===== src/rtl/alu_pipe_if.sv =====
// Handshake and data bundle between the register-file read stage, alu_pipe and writeback.
interface alu_pipe_if #(
   parameter int unsigned WIDTH = 32
);
   logic             in_valid;
   logic             in_ready;
   logic [WIDTH-1:0] operandA;
   logic [WIDTH-1:0] operandB;
   logic [2:0]       command;
   logic             out_valid;
   logic             out_ready;
   logic [WIDTH-1:0] result;
   logic             carryout;
   logic             zero;
   logic             overflow;
   logic             clr_sticky;
   logic             ovf_sticky;

   // Producer/consumer side: drives operands and accepts results.
   modport master (
      output in_valid, operandA, operandB, command, out_ready, clr_sticky,
      input  in_ready, out_valid, result, carryout, zero, overflow, ovf_sticky
   );

   // ALU side.
   modport slave (
      input  in_valid, operandA, operandB, command, out_ready, clr_sticky,
      output in_ready, out_valid, result, carryout, zero, overflow, ovf_sticky
   );
endinterface


===== src/rtl/alu_pipe.sv =====
// Two-stage pipelined ALU (operand stage, result stage) with valid/ready on both sides
// and a sticky signed-overflow status bit.
module alu_pipe #(
   parameter int unsigned WIDTH     = 32,
   parameter bit          STICKY_EN = 1'b1
) (
   input logic       clk,
   input logic       reset,
   alu_pipe_if.slave bus
);
   localparam int unsigned MSB = WIDTH - 1;
   localparam int unsigned SW  = WIDTH + 1;

   localparam logic [2:0] OP_ADD  = 3'd0;
   localparam logic [2:0] OP_SUB  = 3'd1;
   localparam logic [2:0] OP_XOR  = 3'd2;
   localparam logic [2:0] OP_SLT  = 3'd3;
   localparam logic [2:0] OP_CNE  = 3'd4;
   localparam logic [2:0] OP_AND  = 3'd5;
   localparam logic [2:0] OP_OR   = 3'd6;
   localparam logic [2:0] OP_SLTU = 3'd7;

   // Stage 1: captured operands and command.
   logic             s1_valid_q, s1_valid_d;
   logic [WIDTH-1:0] s1_a_q, s1_a_d;
   logic [WIDTH-1:0] s1_b_q, s1_b_d;
   logic [2:0]       s1_cmd_q, s1_cmd_d;

   // Stage 2: registered results driving the outputs.
   logic             out_valid_q, out_valid_d;
   logic [WIDTH-1:0] result_q, result_d;
   logic             carry_q, carry_d;
   logic             zero_q, zero_d;
   logic             ovf_q, ovf_d;
   logic             sticky_q, sticky_d;

   logic             s2_load_c;
   logic             in_ready_c;
   logic             in_xfer_c;
   logic             out_xfer_c;

   logic [WIDTH-1:0] b_eff_c;
   logic [SW-1:0]    sum_c;
   logic [WIDTH-1:0] alu_res_c;
   logic             alu_cy_c;
   logic             alu_ov_c;

   // Handshake: s2 advances when it is empty or being drained; s1 frees up when s2 loads.
   assign s2_load_c  = s1_valid_q && (!out_valid_q || bus.out_ready);
   assign in_ready_c = !s1_valid_q || s2_load_c;
   assign in_xfer_c  = bus.in_valid && in_ready_c;
   assign out_xfer_c = out_valid_q && bus.out_ready;

   // Combinational ALU on the stage-1 operands; SUB shares the adder as A + ~B + 1.
   always_comb begin
      alu_res_c = '0;
      alu_cy_c  = 1'b0;
      alu_ov_c  = 1'b0;
      b_eff_c   = (s1_cmd_q == OP_SUB) ? ~s1_b_q : s1_b_q;
      sum_c     = SW'(s1_a_q) + SW'(b_eff_c) + SW'(s1_cmd_q == OP_SUB);
      case (s1_cmd_q)
         OP_ADD, OP_SUB: begin
            alu_res_c = sum_c[MSB:0];
            alu_cy_c  = sum_c[WIDTH];
            alu_ov_c  = (s1_a_q[MSB] == b_eff_c[MSB]) && (sum_c[MSB] != s1_a_q[MSB]);
         end
         OP_XOR:  alu_res_c = s1_a_q ^ s1_b_q;
         OP_SLT:  alu_res_c = {{(WIDTH-1){1'b0}}, ($signed(s1_a_q) < $signed(s1_b_q))};
         OP_CNE:  alu_res_c = {{(WIDTH-1){1'b0}}, (s1_a_q != s1_b_q)};
         OP_AND:  alu_res_c = s1_a_q & s1_b_q;
         OP_OR:   alu_res_c = s1_a_q | s1_b_q;
         OP_SLTU: alu_res_c = {{(WIDTH-1){1'b0}}, (s1_a_q < s1_b_q)};
         default: alu_res_c = '0;
      endcase
   end

   // Next-state for both stages and the sticky bit; set beats clear on the same cycle.
   always_comb begin
      s1_valid_d  = s1_valid_q;
      s1_a_d      = s1_a_q;
      s1_b_d      = s1_b_q;
      s1_cmd_d    = s1_cmd_q;
      out_valid_d = out_valid_q;
      result_d    = result_q;
      carry_d     = carry_q;
      zero_d      = zero_q;
      ovf_d       = ovf_q;
      sticky_d    = sticky_q;

      if (in_xfer_c) begin
         s1_valid_d = 1'b1;
         s1_a_d     = bus.operandA;
         s1_b_d     = bus.operandB;
         s1_cmd_d   = bus.command;
      end else if (s2_load_c) begin
         s1_valid_d = 1'b0;
      end

      if (s2_load_c) begin
         out_valid_d = 1'b1;
         result_d    = alu_res_c;
         carry_d     = alu_cy_c;
         zero_d      = (alu_res_c == '0);
         ovf_d       = alu_ov_c;
      end else if (out_xfer_c) begin
         out_valid_d = 1'b0;
      end

      sticky_d = STICKY_EN ? ((sticky_q && !bus.clr_sticky) || (out_xfer_c && ovf_q)) : 1'b0;
   end

   // State registers; reset discards anything in flight.
   always_ff @(posedge clk or posedge reset) begin
      if (reset) begin
         s1_valid_q  <= 1'b0;
         s1_a_q      <= '0;
         s1_b_q      <= '0;
         s1_cmd_q    <= 3'd0;
         out_valid_q <= 1'b0;
         result_q    <= '0;
         carry_q     <= 1'b0;
         zero_q      <= 1'b0;
         ovf_q       <= 1'b0;
         sticky_q    <= 1'b0;
      end else begin
         s1_valid_q  <= s1_valid_d;
         s1_a_q      <= s1_a_d;
         s1_b_q      <= s1_b_d;
         s1_cmd_q    <= s1_cmd_d;
         out_valid_q <= out_valid_d;
         result_q    <= result_d;
         carry_q     <= carry_d;
         zero_q      <= zero_d;
         ovf_q       <= ovf_d;
         sticky_q    <= sticky_d;
      end
   end

   assign bus.in_ready   = in_ready_c;
   assign bus.out_valid  = out_valid_q;
   assign bus.result     = result_q;
   assign bus.carryout   = carry_q;
   assign bus.zero       = zero_q;
   assign bus.overflow   = ovf_q;
   assign bus.ovf_sticky = sticky_q;
endmodule


===== src/flat_wrapper.sv =====
// flat-port wrapper written by rule: the top's interface ports become plain ports
module alu_pipe_flat 
#(
   parameter int unsigned WIDTH     = 32,
   parameter bit          STICKY_EN = 1'b1
)
  (clk, reset, bus_in_valid, bus_operandA, bus_operandB, bus_command, bus_out_ready, bus_clr_sticky, bus_in_ready, bus_out_valid, bus_result, bus_carryout, bus_zero, bus_overflow, bus_ovf_sticky);
  alu_pipe_if #(.WIDTH(WIDTH)) bus_i ();
  input logic clk;
  input logic reset;
  input wire logic [$bits(bus_i.in_valid)-1:0] bus_in_valid;
  input wire logic [$bits(bus_i.operandA)-1:0] bus_operandA;
  input wire logic [$bits(bus_i.operandB)-1:0] bus_operandB;
  input wire logic [$bits(bus_i.command)-1:0] bus_command;
  input wire logic [$bits(bus_i.out_ready)-1:0] bus_out_ready;
  input wire logic [$bits(bus_i.clr_sticky)-1:0] bus_clr_sticky;
  output wire logic [$bits(bus_i.in_ready)-1:0] bus_in_ready;
  output wire logic [$bits(bus_i.out_valid)-1:0] bus_out_valid;
  output wire logic [$bits(bus_i.result)-1:0] bus_result;
  output wire logic [$bits(bus_i.carryout)-1:0] bus_carryout;
  output wire logic [$bits(bus_i.zero)-1:0] bus_zero;
  output wire logic [$bits(bus_i.overflow)-1:0] bus_overflow;
  output wire logic [$bits(bus_i.ovf_sticky)-1:0] bus_ovf_sticky;
  assign bus_i.in_valid = bus_in_valid;
  assign bus_i.operandA = bus_operandA;
  assign bus_i.operandB = bus_operandB;
  assign bus_i.command = bus_command;
  assign bus_i.out_ready = bus_out_ready;
  assign bus_i.clr_sticky = bus_clr_sticky;
  assign bus_in_ready = bus_i.in_ready;
  assign bus_out_valid = bus_i.out_valid;
  assign bus_result = bus_i.result;
  assign bus_carryout = bus_i.carryout;
  assign bus_zero = bus_i.zero;
  assign bus_overflow = bus_i.overflow;
  assign bus_ovf_sticky = bus_i.ovf_sticky;
  alu_pipe #(.WIDTH(WIDTH), .STICKY_EN(STICKY_EN)) u_core (.clk(clk), .reset(reset), .bus(bus_i));
endmodule

===== config.mk =====
export PLATFORM = sky130hd
export DESIGN_NAME = alu_pipe_flat
export DESIGN_NICKNAME = d
export VERILOG_FILES = /design/src/rtl/alu_pipe_if.sv /design/src/rtl/alu_pipe.sv /design/src/flat_wrapper.sv
export SDC_FILE = /design/constraint.sdc
export NUM_CORES = 1
export LEC_CHECK = 0
export BUFFER_PORTS_ARGS = -buffer_cell sky130_fd_sc_hd__buf_2
export CAP_MARGIN = 20
export CORE_MARGIN = 2
export CORE_UTILIZATION = 55
export CTS_BUF_LIST = sky130_fd_sc_hd__clkbuf_4
export DETAILED_ROUTE_END_ITERATION = 6
export PLACE_DENSITY = 0.76
export SYNTH_ARGS = -nofsm -noshare
export SYNTH_HDL_FRONTEND = slang
export SYNTH_SLANG_ARGS = --single-unit

===== constraint.sdc =====
create_clock -name clk -period 6.7 [get_ports clk]
set_clock_uncertainty 0.15 [all_clocks]
set_input_delay 0.335 -clock clk [delete_from_list [all_inputs] [get_ports clk]]
set_output_delay 0.335 -clock clk [all_outputs]
set_load 0.05 [all_outputs]

==> impl_metrics.py, run 1 <==
metrics = {
    "outcome": {
        "outcome": "completed",
    },
    "finish": {
        "fill_cells": 1320,
        "stdcell_area_um2": 10300,
        "area_growth_pct": 17.4,
        "nets": 1323,
        "layout-drive-gt1-share_pct": 19.1,
    },
    "clocking": {
        "cts_buffers": 9,
        "cts_setup_buffers": 0,
        "cts_tree": "yes",
        "ctsResizeCount": 0,
        "clk_pin_slew_ns": 0.18,
        "clock-sinks": 105,
        "cts_root_buf": "clkbuf_4",
        "clk_latency_ns": 0.51,
        "ctsHoldBuffers": 72,
        "htreeDepth": 3,
        "cts.path.max_buffers": 2,
    },
    "critical_path": {
        "crit_family": "simple AND/OR/NAND/NOR gates",
        "critical_path_required_ns": 7.02,
        "cp-end-kind": "flip-flop",
        "crit_arrival_ns": 5.17,
        "r2r_setup_slack_ns": 1.85,
        "crit_chain": "nor3b_2, buf_4, xnor2_1, fa_1, a21o_1, a221oi_4, a211oi_1, o21ai_1, xor2_1, nor2_1, or4b_2, or4_1, nor4_1, a32o_1",
        "crit_path_top_delay_cell": "or4b_2",
        "worst-path-buf-inv": 1,
        "r2r_start": "u_core.s1_cmd_q[1]$_DFFE_PP0P_",
        "worstSetupPathType": "flip-flop to flip-flop",
        "regToRegEndpoint": "u_core.bus.zero$_DFFE_PP0P_",
        "crit_path_max_incr_delay_ns": 0.61,
        "r2r_cells": 14,
        "cp-start-kind": "flip-flop",
        "path_max_fanout": 34,
    },
    "floorplan": {
        "initial_core_util_pct": 55.8,
        "die_w_um": 130,
        "core_area_um2": 15700,
        "io_pins": 110,
        "fp.dieH_um": 130,
        "die-area_um2": 17000,
        "num_rows": 46,
    },
    "timing": {
        "final.period_utilization_pct": 72.4,
        "fin_crit_ns": 4.85,
        "setup_slack_ns": 1.85,
        "finalSetupViolCount": 0,
        "rsz0062_at_grt": "false",
        "worst_slew_pin_slew_ns": 1.17,
        "slew-limit-headroom_pct": 22.0,
        "slew_viol_final": 0,
        "max_freq_mhz": 206,
        "hold_viol_final": 0,
        "fin_tns_setup_ns": 0,
    },
    "placement": {
        "dp_hpwl_mm": 17.2,
        "placed_cell_area_um2": 9460,
        "globalplace.congestion": 0.951,
        "io_buffers": 109,
        "pre_cts_ws_ns": 1.86,
    },
    "logic_synthesis": {
        "synth_flop_cell": "dfrtp_1",
        "muxShareOfSynthArea_pct": 9.11,
        "synth_top_area_cell": "dfrtp_1",
        "yosysWarnings": 0,
        "synth_fa_ha_area_share_pct": 18.4,
        "syn_area_um2": 8760,
        "yosys.area_share.simple_pct": 11.4,
        "synth.area.top_cells": "dfrtp_1, ha_1, mux2_2",
        "yosys.cell_types.count": 71,
        "synth_area_per_cell_um2": 9.03,
        "synth_top_family_by_area": "compound AO/OA/AOI/OAI gates",
        "synth_compound_area_share_pct": 19.1,
        "synth_edf_count": 0,
        "yosysSeqAreaShare_pct": 30.0,
        "syn_inst": 970,
        "synth_top_area_share_pct": 30.0,
        "synth-xor-area-share_pct": 6.00,
        "ys_async_sr_fraction_pct": 100,
        "synth-seq-cells": 105,
        "synth_nets": 1170,
    },
    "run": {
        "drv_cap": 0,
    },
    "power": {
        "comb_power_share_pct": 61.5,
        "pwr-share-seq_pct": 28.7,
        "switching_share_pct": 50.1,
        "p_int_mw": 1.54,
        "pwr-share-clk_pct": 9.8,
        "power.switching_mw": 1.54,
        "p_total_mw": 3.08,
        "ir_worst_vdd_v": 0.000192,
        "p_leak_nw": 4.93,
        "power_per_cell_area_nw_per_um2": 299,
    },
    "detailed_routing": {
        "drt-total-wl_mm": 23.6,
        "viasPerCell": 5.75,
        "postRouteAntennaNets": 0,
        "drc": 0,
        "first_pass_iters": 6,
        "drt_iter0_drc": 526,
        "vias": 7730,
        "routedWlPerCell_um": 17.5,
    },
    "global_route": {
        "grt_overflow": 0,
        "grt_usage_pct": 28.5,
        "antenna_found_initial": 1,
        "grt_max_degree": 61,
        "grt_pass1_wl_mm": 37.9,
        "grt_pass1_vias": 7431,
    },
    "worst_hold_path": {
        "hp-class": "input port to asynchronous set/reset pin",
    },
}
## tightest hold or removal path: cells and delay by family
kind / cells / cell delay (ns)
buffers and inverters: 3 / 1.10
## worst max path at each step
stage	start	end	slack (ns)	cells past startpoint
after detailed placement	u_core.s1_cmd_q[1]$_DFFE_PP0P_	u_core.bus.zero$_DFFE_PP0P_	1.86	14
after global routing	u_core.s1_cmd_q[1]$_DFFE_PP0P_	u_core.bus.zero$_DFFE_PP0P_	1.56	14
after global placement	u_core.s1_cmd_q[1]$_DFFE_PP0P_	u_core.bus.zero$_DFFE_PP0P_	1.99	14
final	u_core.s1_cmd_q[1]$_DFFE_PP0P_	u_core.bus.zero$_DFFE_PP0P_	1.85	14
after CTS	u_core.s1_cmd_q[1]$_DFFE_PP0P_	u_core.bus.zero$_DFFE_PP0P_	1.85	14
after floorplan	u_core.s1_cmd_q[1]$_DFFE_PP0P_	u_core.bus.zero$_DFFE_PP0P_	1.86	16
## cell families (layout without fill, tap and decap cells)
| group | Yosys count | in the layout |
|---|---|---|
| other cells | 0 | 1 |
| fa+ha+maj | 128 | 128 |
| buf+inv | 136 | 293 |
| xor+xnor | 60 | 60 |
| compound gates | 257 | 257 |
| mux | 71 | 71 |
| flops | 105 | 105 |
| simple gates | 213 | 213 |
## final cells by class
| cell class | count | area (um2) | area share [%] |
|---|---|---|---|
| inverters | 89 | 337 | 3.27 |
| multi-input cells | 729 | 5620 | 54.6 |
| diodes | 1 | 2.50 | 0.0243 |
| flip-flops and latches | 105 | 2630 | 25.5 |
| clock inverters | 5 | 31.3 | 0.304 |
| repair buffers | 189 | 1330 | 12.9 |
| clock buffers | 10 | 75.1 | 0.730 |
| well taps | 216 | 270 | 2.63 |
## Yosys cell counts, drive strengths merged (12+ instances only)
master  count
clkbuf     32
buf        15
mux2       70
xnor2      48
xor2       12
a21o       16
nor2       44
nand2      95
inv        88
a21oi      99
o21ai      34
ha        127
dfrtp     105
## power groups by stage
stage,clock network (mW),registers [mW],logic [mW]
after CTS,0.308,0.883,1.87
final,0.301,0.885,1.89
after global routing,0.332,0.905,2.07
after floorplan,0,1.14,1.14
after detailed placement,0,0.898,1.83
after global placement,0,0.890,1.81
## metal layers
layer / track usage, % / share of wire (%)
met4: 8.35 / 1.9
met5: 0 / 0
met1: 40.3 / 48
met2: 45.3 / 44
met3: 4.59 / 5.6
## registers in the layout, indices dropped and copies added (netlist names)
name and count:
u_core.bus.result 32, u_core.s1_a_q 32, u_core.s1_b_q 32, u_core.s1_cmd_q 3, u_core.bus.carryout 1, u_core.bus.out_valid 1, u_core.bus.overflow 1, u_core.bus.ovf_sticky 1
u_core.bus.zero 1, u_core.s1_valid_q 1
## placed cells by master (no fill, tap or decap), types with 9 or more instances in the layout
| cell type | netlist | routed |
|---|---|---|
| ha_1 | 127 | 127 |
| buf_2 | 6 | 109 |
| dfrtp_1 | 105 | 105 |
| a21oi_1 | 99 | 99 |
| nand2_1 | 95 | 94 |
| inv_1 | 88 | 87 |
| dlygate4sd3_1 | 0 | 72 |
| mux2_2 | 70 | 70 |
| xnor2_1 | 48 | 48 |
| nor2_1 | 44 | 44 |
| o21ai_0 | 33 | 33 |
| a21o_1 | 16 | 16 |
| xor2_1 | 12 | 12 |
| nand4_1 | 10 | 10 |
| o22ai_1 | 10 | 10 |
| clkbuf_4 | 0 | 10 |
| nor3_1 | 10 | 9 |
| o21a_1 | 9 | 9 |
## per-stage QoR
stage,std cells,util [%],hold WS (ns)
CTS,1343,65.5,0.279
finish,1344,65.5,0.268
detailed placement,1256,60.2,0.309
floorplan,970,-,0.281
global route,1344,65.5,0.336
global placement,1256,60.2,0.301
Note: power is estimated with default switching activity, not from simulation.
==> run 2, diff against run 1 <==
- ABC_AREA: default -> 1
- PLACE_DENSITY: 0.76 -> 0.79
- clock period: 6.7 -> 3.9 ns (I/O delays scaled with it)
==> run 2 against run 1 <==
Synthesized area increased by 5.4%; highest routed layer unchanged; power rose by 77%; largest cell class unchanged; die area increased by 5.2%; final area rose by 5.5%; clock-buffer cell count decreased by 1; synthesized cell count grew 38%; non-clock buffer count up 2; critical path depth increased by 6; sequential share of layout area is 1.3 points lower.
==> impl_metrics.py, run 2 <==
metrics = {
    "clocking": {
        "clock-sinks": 105,
        "cts_setup_buffers": 0,
        "clk_latency_ns": 0.48,
        "cts.path.max_buffers": 2,
        "clk_pin_slew_ns": 0.16,
        "htreeDepth": 3,
        "cts_buffers": 9,
        "cts_root_buf": "clkbuf_4",
        "cts_tree": "yes",
    },
    "logic_synthesis": {
        "synth_top_area_share_pct": 28.5,
        "syn_area_um2": 9230,
        "yosys.cell_types.count": 42,
        "synth_top_area_cell": "dfrtp_1",
        "synthTopCellsByCount": "nand2_1, inv_1, nor2_1",
        "synth-seq-cells": 105,
        "ys_async_sr_fraction_pct": 100,
        "synth_flop_cell": "dfrtp_1",
        "synth_nets": 1541,
        "synth_area_per_cell_um2": 6.88,
        "syn_inst": 1341,
        "yosysSeqAreaShare_pct": 28.5,
        "yosysMostFrequentCell": "nand2_1",
        "synth.area.top_cells": "dfrtp_1, ha_1, nand2_1",
        "yosysWarnings": 0,
        "synth_edf_count": 0,
    },
    "run": {
        "drv_cap": 0,
    },
    "detailed_routing": {
        "drc": 0,
        "drt_iter0_drc": 787,
        "first_pass_iters": 5,
        "viasPerCell": 5.29,
        "vias": 9179,
        "postRouteAntennaNets": 0,
        "drt-total-wl_mm": 26.5,
        "routedWlPerCell_um": 15.3,
    },
    "timing": {
        "finalSetupViolCount": 0,
        "hold_viol_final": 0,
        "fin_tns_setup_ns": 0,
        "max_freq_mhz": 280,
        "slew_viol_final": 0,
        "fin_crit_ns": 3.57,
        "worst_slew_pin_slew_ns": 0.749,
        "rsz0062_at_grt": "false",
        "final.period_utilization_pct": 91.4,
        "slew-limit-headroom_pct": 50.1,
    },
    "finish": {
        "nets": 1708,
        "layout-drive-gt1-share_pct": 10.3,
        "final_cells": 1734,
        "final_common_cell": "nand2_1",
        "fin_util_pct": 65.7,
        "stdcell_area_um2": 10900,
        "area_growth_pct": 17.6,
        "mostFrequentLayoutCells": "nand2_1, inv_1, nor2_1, ha_1, a21oi_1",
    },
    "critical_path": {
        "crit_family": "simple AND/OR/NAND/NOR gates",
        "crit_chain": "nor2_4, nand2_1, buf_12, xor2_1, inv_1, ha_1, nand2_1, nor2_1, inv_1, nor2_1, nand4_1, nand3_1, nand2_1, nand3_1, nand2_1, nor2_1, nand3_1, nor3_1, nand4_1, nand2_1",
        "crit_path_top_delay_cell": "dfrtp_1",
        "cp-end-kind": "flip-flop",
        "worst-path-buf-inv": 3,
        "crit_path_max_incr_delay_ns": 0.56,
        "r2r_setup_slack_ns": 0.33,
        "cp-start-kind": "flip-flop",
        "critical_path_required_ns": 4.17,
        "path_max_fanout": 31,
        "r2r_start": "u_core.s1_cmd_q[1]$_DFFE_PP0P_",
        "r2r_cells": 20,
        "crit_arrival_ns": 3.84,
        "worstSetupPathType": "flip-flop to flip-flop",
        "critPathMostFrequentCell": "nand2_1",
        "regToRegEndpoint": "u_core.bus.zero$_DFFE_PP0P_",
    },
    "floorplan": {
        "core_area_um2": 16500,
        "initial_core_util_pct": 55.9,
        "io_pins": 110,
        "die-area_um2": 17800,
        "fp.dieH_um": 134,
        "num_rows": 47,
        "die_w_um": 134,
    },
    "global_route": {
        "antenna_found_initial": 1,
        "grt_pass1_vias": 8502,
        "grt_overflow": 0,
        "grt_usage_pct": 30.3,
        "grt_max_degree": 70,
        "grt_pass1_wl_mm": 42.8,
    },
    "placement": {
        "globalplace.congestion": 0.981,
        "dp_hpwl_mm": 20.6,
        "placed_cell_area_um2": 9990,
        "place_inst": 1645,
        "io_buffers": 109,
    },
    "power": {
        "ir_worst_vdd_v": 0.000323,
        "power_per_cell_area_nw_per_um2": 502,
        "p_leak_nw": 6.00,
    },
    "outcome": {
        "outcome": "completed",
    },
    "worst_hold_path": {
        "hp-class": "input port to asynchronous set/reset pin",
    },
}
## run 2: changes by cell type after synthesis, sizes merged, moves of 11 or more
cell	previous run	this run
nand3	7	81
a21o	16	2
inv	88	228
nand2	95	333
clkbuf	32	21
xor2	12	35
mux2	70	0
nor2	44	156
xnor2	48	1
a21oi	99	121
## run 2: worst max path at each step
stage                                        start                     endpoint  slack [ns]  cells after the start
global placement    u_core.s1_cmd_q[1]$_DFFE_PP0P_  u_core.bus.zero$_DFFE_PP0P_        0.47                     20
floorplan           u_core.s1_cmd_q[1]$_DFFE_PP0P_  u_core.bus.zero$_DFFE_PP0P_        0.53                     22
CTS                 u_core.s1_cmd_q[1]$_DFFE_PP0P_  u_core.bus.zero$_DFFE_PP0P_        0.37                     20
finish              u_core.s1_cmd_q[1]$_DFFE_PP0P_  u_core.bus.zero$_DFFE_PP0P_        0.33                     20
global route        u_core.s1_cmd_q[1]$_DFFE_PP0P_  u_core.bus.zero$_DFFE_PP0P_        0.04                     20
detailed placement  u_core.s1_cmd_q[1]$_DFFE_PP0P_  u_core.bus.zero$_DFFE_PP0P_        0.43                     20
## run 2: cell families after synthesis
logic type	Yosys count	share of synthesized area, %
buffers and inverters	263	11.1
xor gates and xnor gates	36	3.42
DFF	105	28.5
and+or+nand+nor	607	27.1
adders and majority gates	128	17.4
AOI/OAI and AO/OA	202	12.5
## run 2: worst register-to-register path, cell delays in order (launching register included)
cell,delay [ns]
dfrtp_1,0.56
nor2_4,0.07
nand2_1,0.11
buf_12,0.24
xor2_1,0.17
inv_1,0.05
ha_1,0.38
nand2_1,0.15
nor2_1,0.28
inv_1,0.11
nor2_1,0.18
nand4_1,0.17
nand3_1,0.13
nand2_1,0.05
nand3_1,0.09
nand2_1,0.06
nor2_1,0.14
nand3_1,0.09
nor3_1,0.15
nand4_1,0.10
nand2_1,0.07
## run 2: through the flow
step / total power, mW / hold WS, ns / worst slack, ns
final: 5.45 / 0.212 / 0.334
after global routing: 5.90 / 0.270 / 0.0408
after CTS: 5.39 / 0.214 / 0.366
after detailed placement: 4.77 / 0.215 / 0.426
after global placement: 4.73 / 0.209 / 0.471
after floorplan: 3.91 / 0.141 / 0.535
## run 2: final cells by class
cell class | instances | area, um2
Clock inverter | 7 | 61.3
Fill cell | 1478 | 5670
Inverter | 228 | 861
Tap cell | 220 | 275
Multi-Input combinational cell | 973 | 5590
Timing Repair Buffer | 191 | 1370
Antenna cell | 1 | 2.50
Sequential cell | 105 | 2630
Clock buffer | 9 | 67.6
## run 2: timing repair
item,in CTS,in global routing
endpoints found under the hold margin,125,0
resized for setup,0,0
hold buffers,71,0
## run 2: per-layer routing
layer  wire length (um)  part of all wire, %  up-vias  global-route usage [%]
met1              12900                   49     4225                    44.7
met2              11100                   42      325                    45.5
met3               1990                  7.5       32                    5.44
met5                  0                    0        -                       0
met4                482                  1.8        0                    8.63
li1                   -                    -     4597                       -
## run 2: power by group
part | leakage [nW] | internal, mW | switching (mW) | total [mW]
Sequential | 1.21 | 1.32 | 0.200 | 1.52
Clock | 0.0645 | 0.188 | 0.367 | 0.555
Combinational | 4.72 | 1.05 | 2.33 | 3.37
==> run 3, diff against run 2 <==
==> constraint.sdc (replaced) <==
create_clock -name clk -period 3.9 [get_ports clk]
set_clock_uncertainty 0.15 [all_clocks]
set_input_delay 0.39 -clock clk [delete_from_list [all_inputs] [get_ports clk]]
set_output_delay 0.39 -clock clk [all_outputs]
set_load 0.05 [all_outputs]
==> run 3 against run 2 <==
The flow now finishes with violations (design-rule violations); wire length rose by 2.5%; sequential share of layout area increased by 0.053 points; critical path type unchanged; die area did not move; clock-buffer cell count rose by 2; largest power group unchanged; cell count shrank 0.40%; final area is 0.22% lower; first-iteration DRC count increased by 1.4%.
==> impl_metrics.py, run 3 (synthesis results as in run 2) <==
metrics = {
    "clocking": {
        "htreeDepth": 3,
        "cts_buffers": 9,
        "clock-sinks": 105,
        "cts_tree": "yes",
        "clk_latency_ns": 0.51,
        "clk_pin_slew_ns": 0.17,
        "cts_root_buf": "clkbuf_4",
        "cts_setup_buffers": 0,
        "cts.path.max_buffers": 2,
    },
    "finish": {
        "layout-drive-gt1-share_pct": 10.2,
        "multi_input_area_um2": 5590,
        "fill_cells": 1471,
        "final_common_cell": "nand2_1",
        "mostFrequentLayoutCells": "nand2_1, inv_1, nor2_1, ha_1, a21oi_1",
        "ff_latch_area_um2": 2630,
        "final_cells": 1727,
        "nets": 1702,
        "area_growth_pct": 17.3,
    },
    "global_route": {
        "grt_overflow": 0,
        "grt_pass1_vias": 8482,
        "antenna_found_initial": 1,
        "grt_pass1_wl_mm": 43.6,
        "grt_max_degree": 81,
        "grt_usage_pct": 31.1,
    },
    "timing": {
        "finalSetupViolCount": 0,
        "rsz0062_at_grt": "false",
        "slew-limit-headroom_pct": 45.0,
        "fin_tns_setup_ns": 0,
        "final.period_utilization_pct": 91.7,
        "worst_slew_pin_slew_ns": 0.825,
        "max_freq_mhz": 280,
        "fin_crit_ns": 3.58,
        "setup_slack_ns": 0.323,
        "slew_viol_final": 0,
        "hold_viol_final": 0,
    },
    "run": {
        "drv_cap": 0,
    },
    "power": {
        "power_per_cell_area_nw_per_um2": 506,
        "p_leak_nw": 5.99,
        "p_total_mw": 5.48,
        "ir_worst_vdd_v": 0.000298,
    },
    "worst_hold_path": {
        "holdPathStages": 3,
        "hp-class": "input port to flip-flop",
        "worstHoldStart": "bus_command[0]",
        "hold_path_end": "u_core.s1_cmd_q[0]$_DFFE_PP0P_",
    },
    "floorplan": {
        "io_pins": 110,
        "num_rows": 47,
        "die-area_um2": 17800,
        "die_w_um": 134,
        "core_area_um2": 16500,
        "initial_core_util_pct": 55.9,
        "fp.dieH_um": 134,
    },
    "outcome": {
        "outcome": "complete, but fails checks",
        "violations": "design-rule violations",
    },
    "detailed_routing": {
        "dr_wl_met2_mm": 11.5,
        "wl_met1_mm": 13.0,
        "viasPerCell": 5.25,
        "drt-total-wl_mm": 27.2,
        "drt_iter0_drc": 798,
        "routedWlPerCell_um": 15.7,
        "maxUsedRoutingLayer": "met4",
        "vias": 9062,
        "postRouteAntennaNets": 0,
        "first_pass_iters": 7,
        "wl_met3_mm": 2.28,
        "drc": 2,
    },
    "placement": {
        "pre_cts_ws_ns": 0.483,
        "globalplace.congestion": 1.04,
        "place_inst": 1642,
        "io_buffers": 109,
        "dp_hpwl_mm": 20.6,
    },
    "critical_path": {
        "worstSetupPathType": "flip-flop to flip-flop",
        "crit_arrival_ns": 3.85,
        "r2r_start": "u_core.s1_cmd_q[1]$_DFFE_PP0P_",
        "r2r_cells": 22,
        "cp-end-kind": "flip-flop",
        "path_max_fanout": 31,
        "cp-start-kind": "flip-flop",
        "regToRegEndpoint": "u_core.bus.zero$_DFFE_PP0P_",
        "critical_path_required_ns": 4.18,
        "r2r_setup_slack_ns": 0.32,
    },
}
==> run 3: repair_timing <==
| item | in CTS | in global routing |
|---|---|---|
| hold buffers | 67 | 0 |
| hold endpoints to repair | 72 | 0 |
| gates resized for setup | 0 | 0 |
==> run 3: report_power, final <==
group          switching (mW)  internal (mW)
registers               0.203           1.32
logic                    2.34           1.05
clock network           0.370          0.203
total                    2.91           2.57
==> run 3: worst max path at each step <==
stage / startpoint / cells past startpoint / to / slack [ns]
floorplan: u_core.s1_cmd_q[1]$_DFFE_PP0P_ / 22 / u_core.bus.zero$_DFFE_PP0P_ / 0.53
global placement: u_core.s1_cmd_q[1]$_DFFE_PP0P_ / 20 / u_core.bus.zero$_DFFE_PP0P_ / 0.48
detailed placement: u_core.s1_cmd_q[1]$_DFFE_PP0P_ / 20 / u_core.bus.zero$_DFFE_PP0P_ / 0.48
CTS: u_core.s1_cmd_q[1]$_DFFE_PP0P_ / 20 / u_core.bus.zero$_DFFE_PP0P_ / 0.40
global route: u_core.s1_cmd_q[1]$_DFFE_PP0P_ / 21 / u_core.bus.zero$_DFFE_PP0P_ / 0.05
finish: u_core.s1_cmd_q[1]$_DFFE_PP0P_ / 22 / u_core.bus.zero$_DFFE_PP0P_ / 0.32
==> run 3: area by class of cell <==
cell class / count / share of cell area, %
multi-input combinational: 973 / 51.6
clock buffer: 11 / 0.762
timing repair buffer: 185 / 12.4
antenna: 1 / 0.0231
inverter: 228 / 7.95
sequential: 105 / 24.3
clock inverter: 4 / 0.416
tap: 220 / 2.54
==> run 3: worst max-delay path, cell delays in order (launching register included) <==
cell     delay (ns)
dfrtp_1        0.55
nor2_4         0.07
nand2_1        0.11
buf_12         0.25
xor2_1         0.16
inv_1          0.06
ha_1           0.41
nand2_1        0.19
nor2_1         0.16
inv_1          0.09
nor3_1         0.16
nand2_1        0.09
nand2_2        0.14
nand2_1        0.09
nand2_1        0.06
nand2_1        0.04
nand3_1        0.06
nand2_1        0.13
inv_1          0.12
nand3_1        0.09
nor2_1         0.13
nand4_1        0.10
nand2_1        0.07
==> run 3: per-layer routing <==
| layer | GRT usage (%) | up-vias |
|---|---|---|
| met1 | 46.1 | 4139 |
| met3 | 6.01 | 22 |
| met5 | 0 | - |
| li1 | - | 4577 |
| met4 | 7.80 | 0 |
| met2 | 46.5 | 324 |
==> run 3: per-stage QoR <==
stage | hold slack [ns] | util [%] | area, um2
after floorplan | 0.321 | - | 9230
after global placement | 0.304 | 60.4 | 9980
after detailed placement | 0.312 | 60.4 | 9980
after CTS | 0.00434 | 65.2 | 10800
after global routing | 0.0373 | 65.6 | 10800
final | 0.0188 | 65.6 | 10800
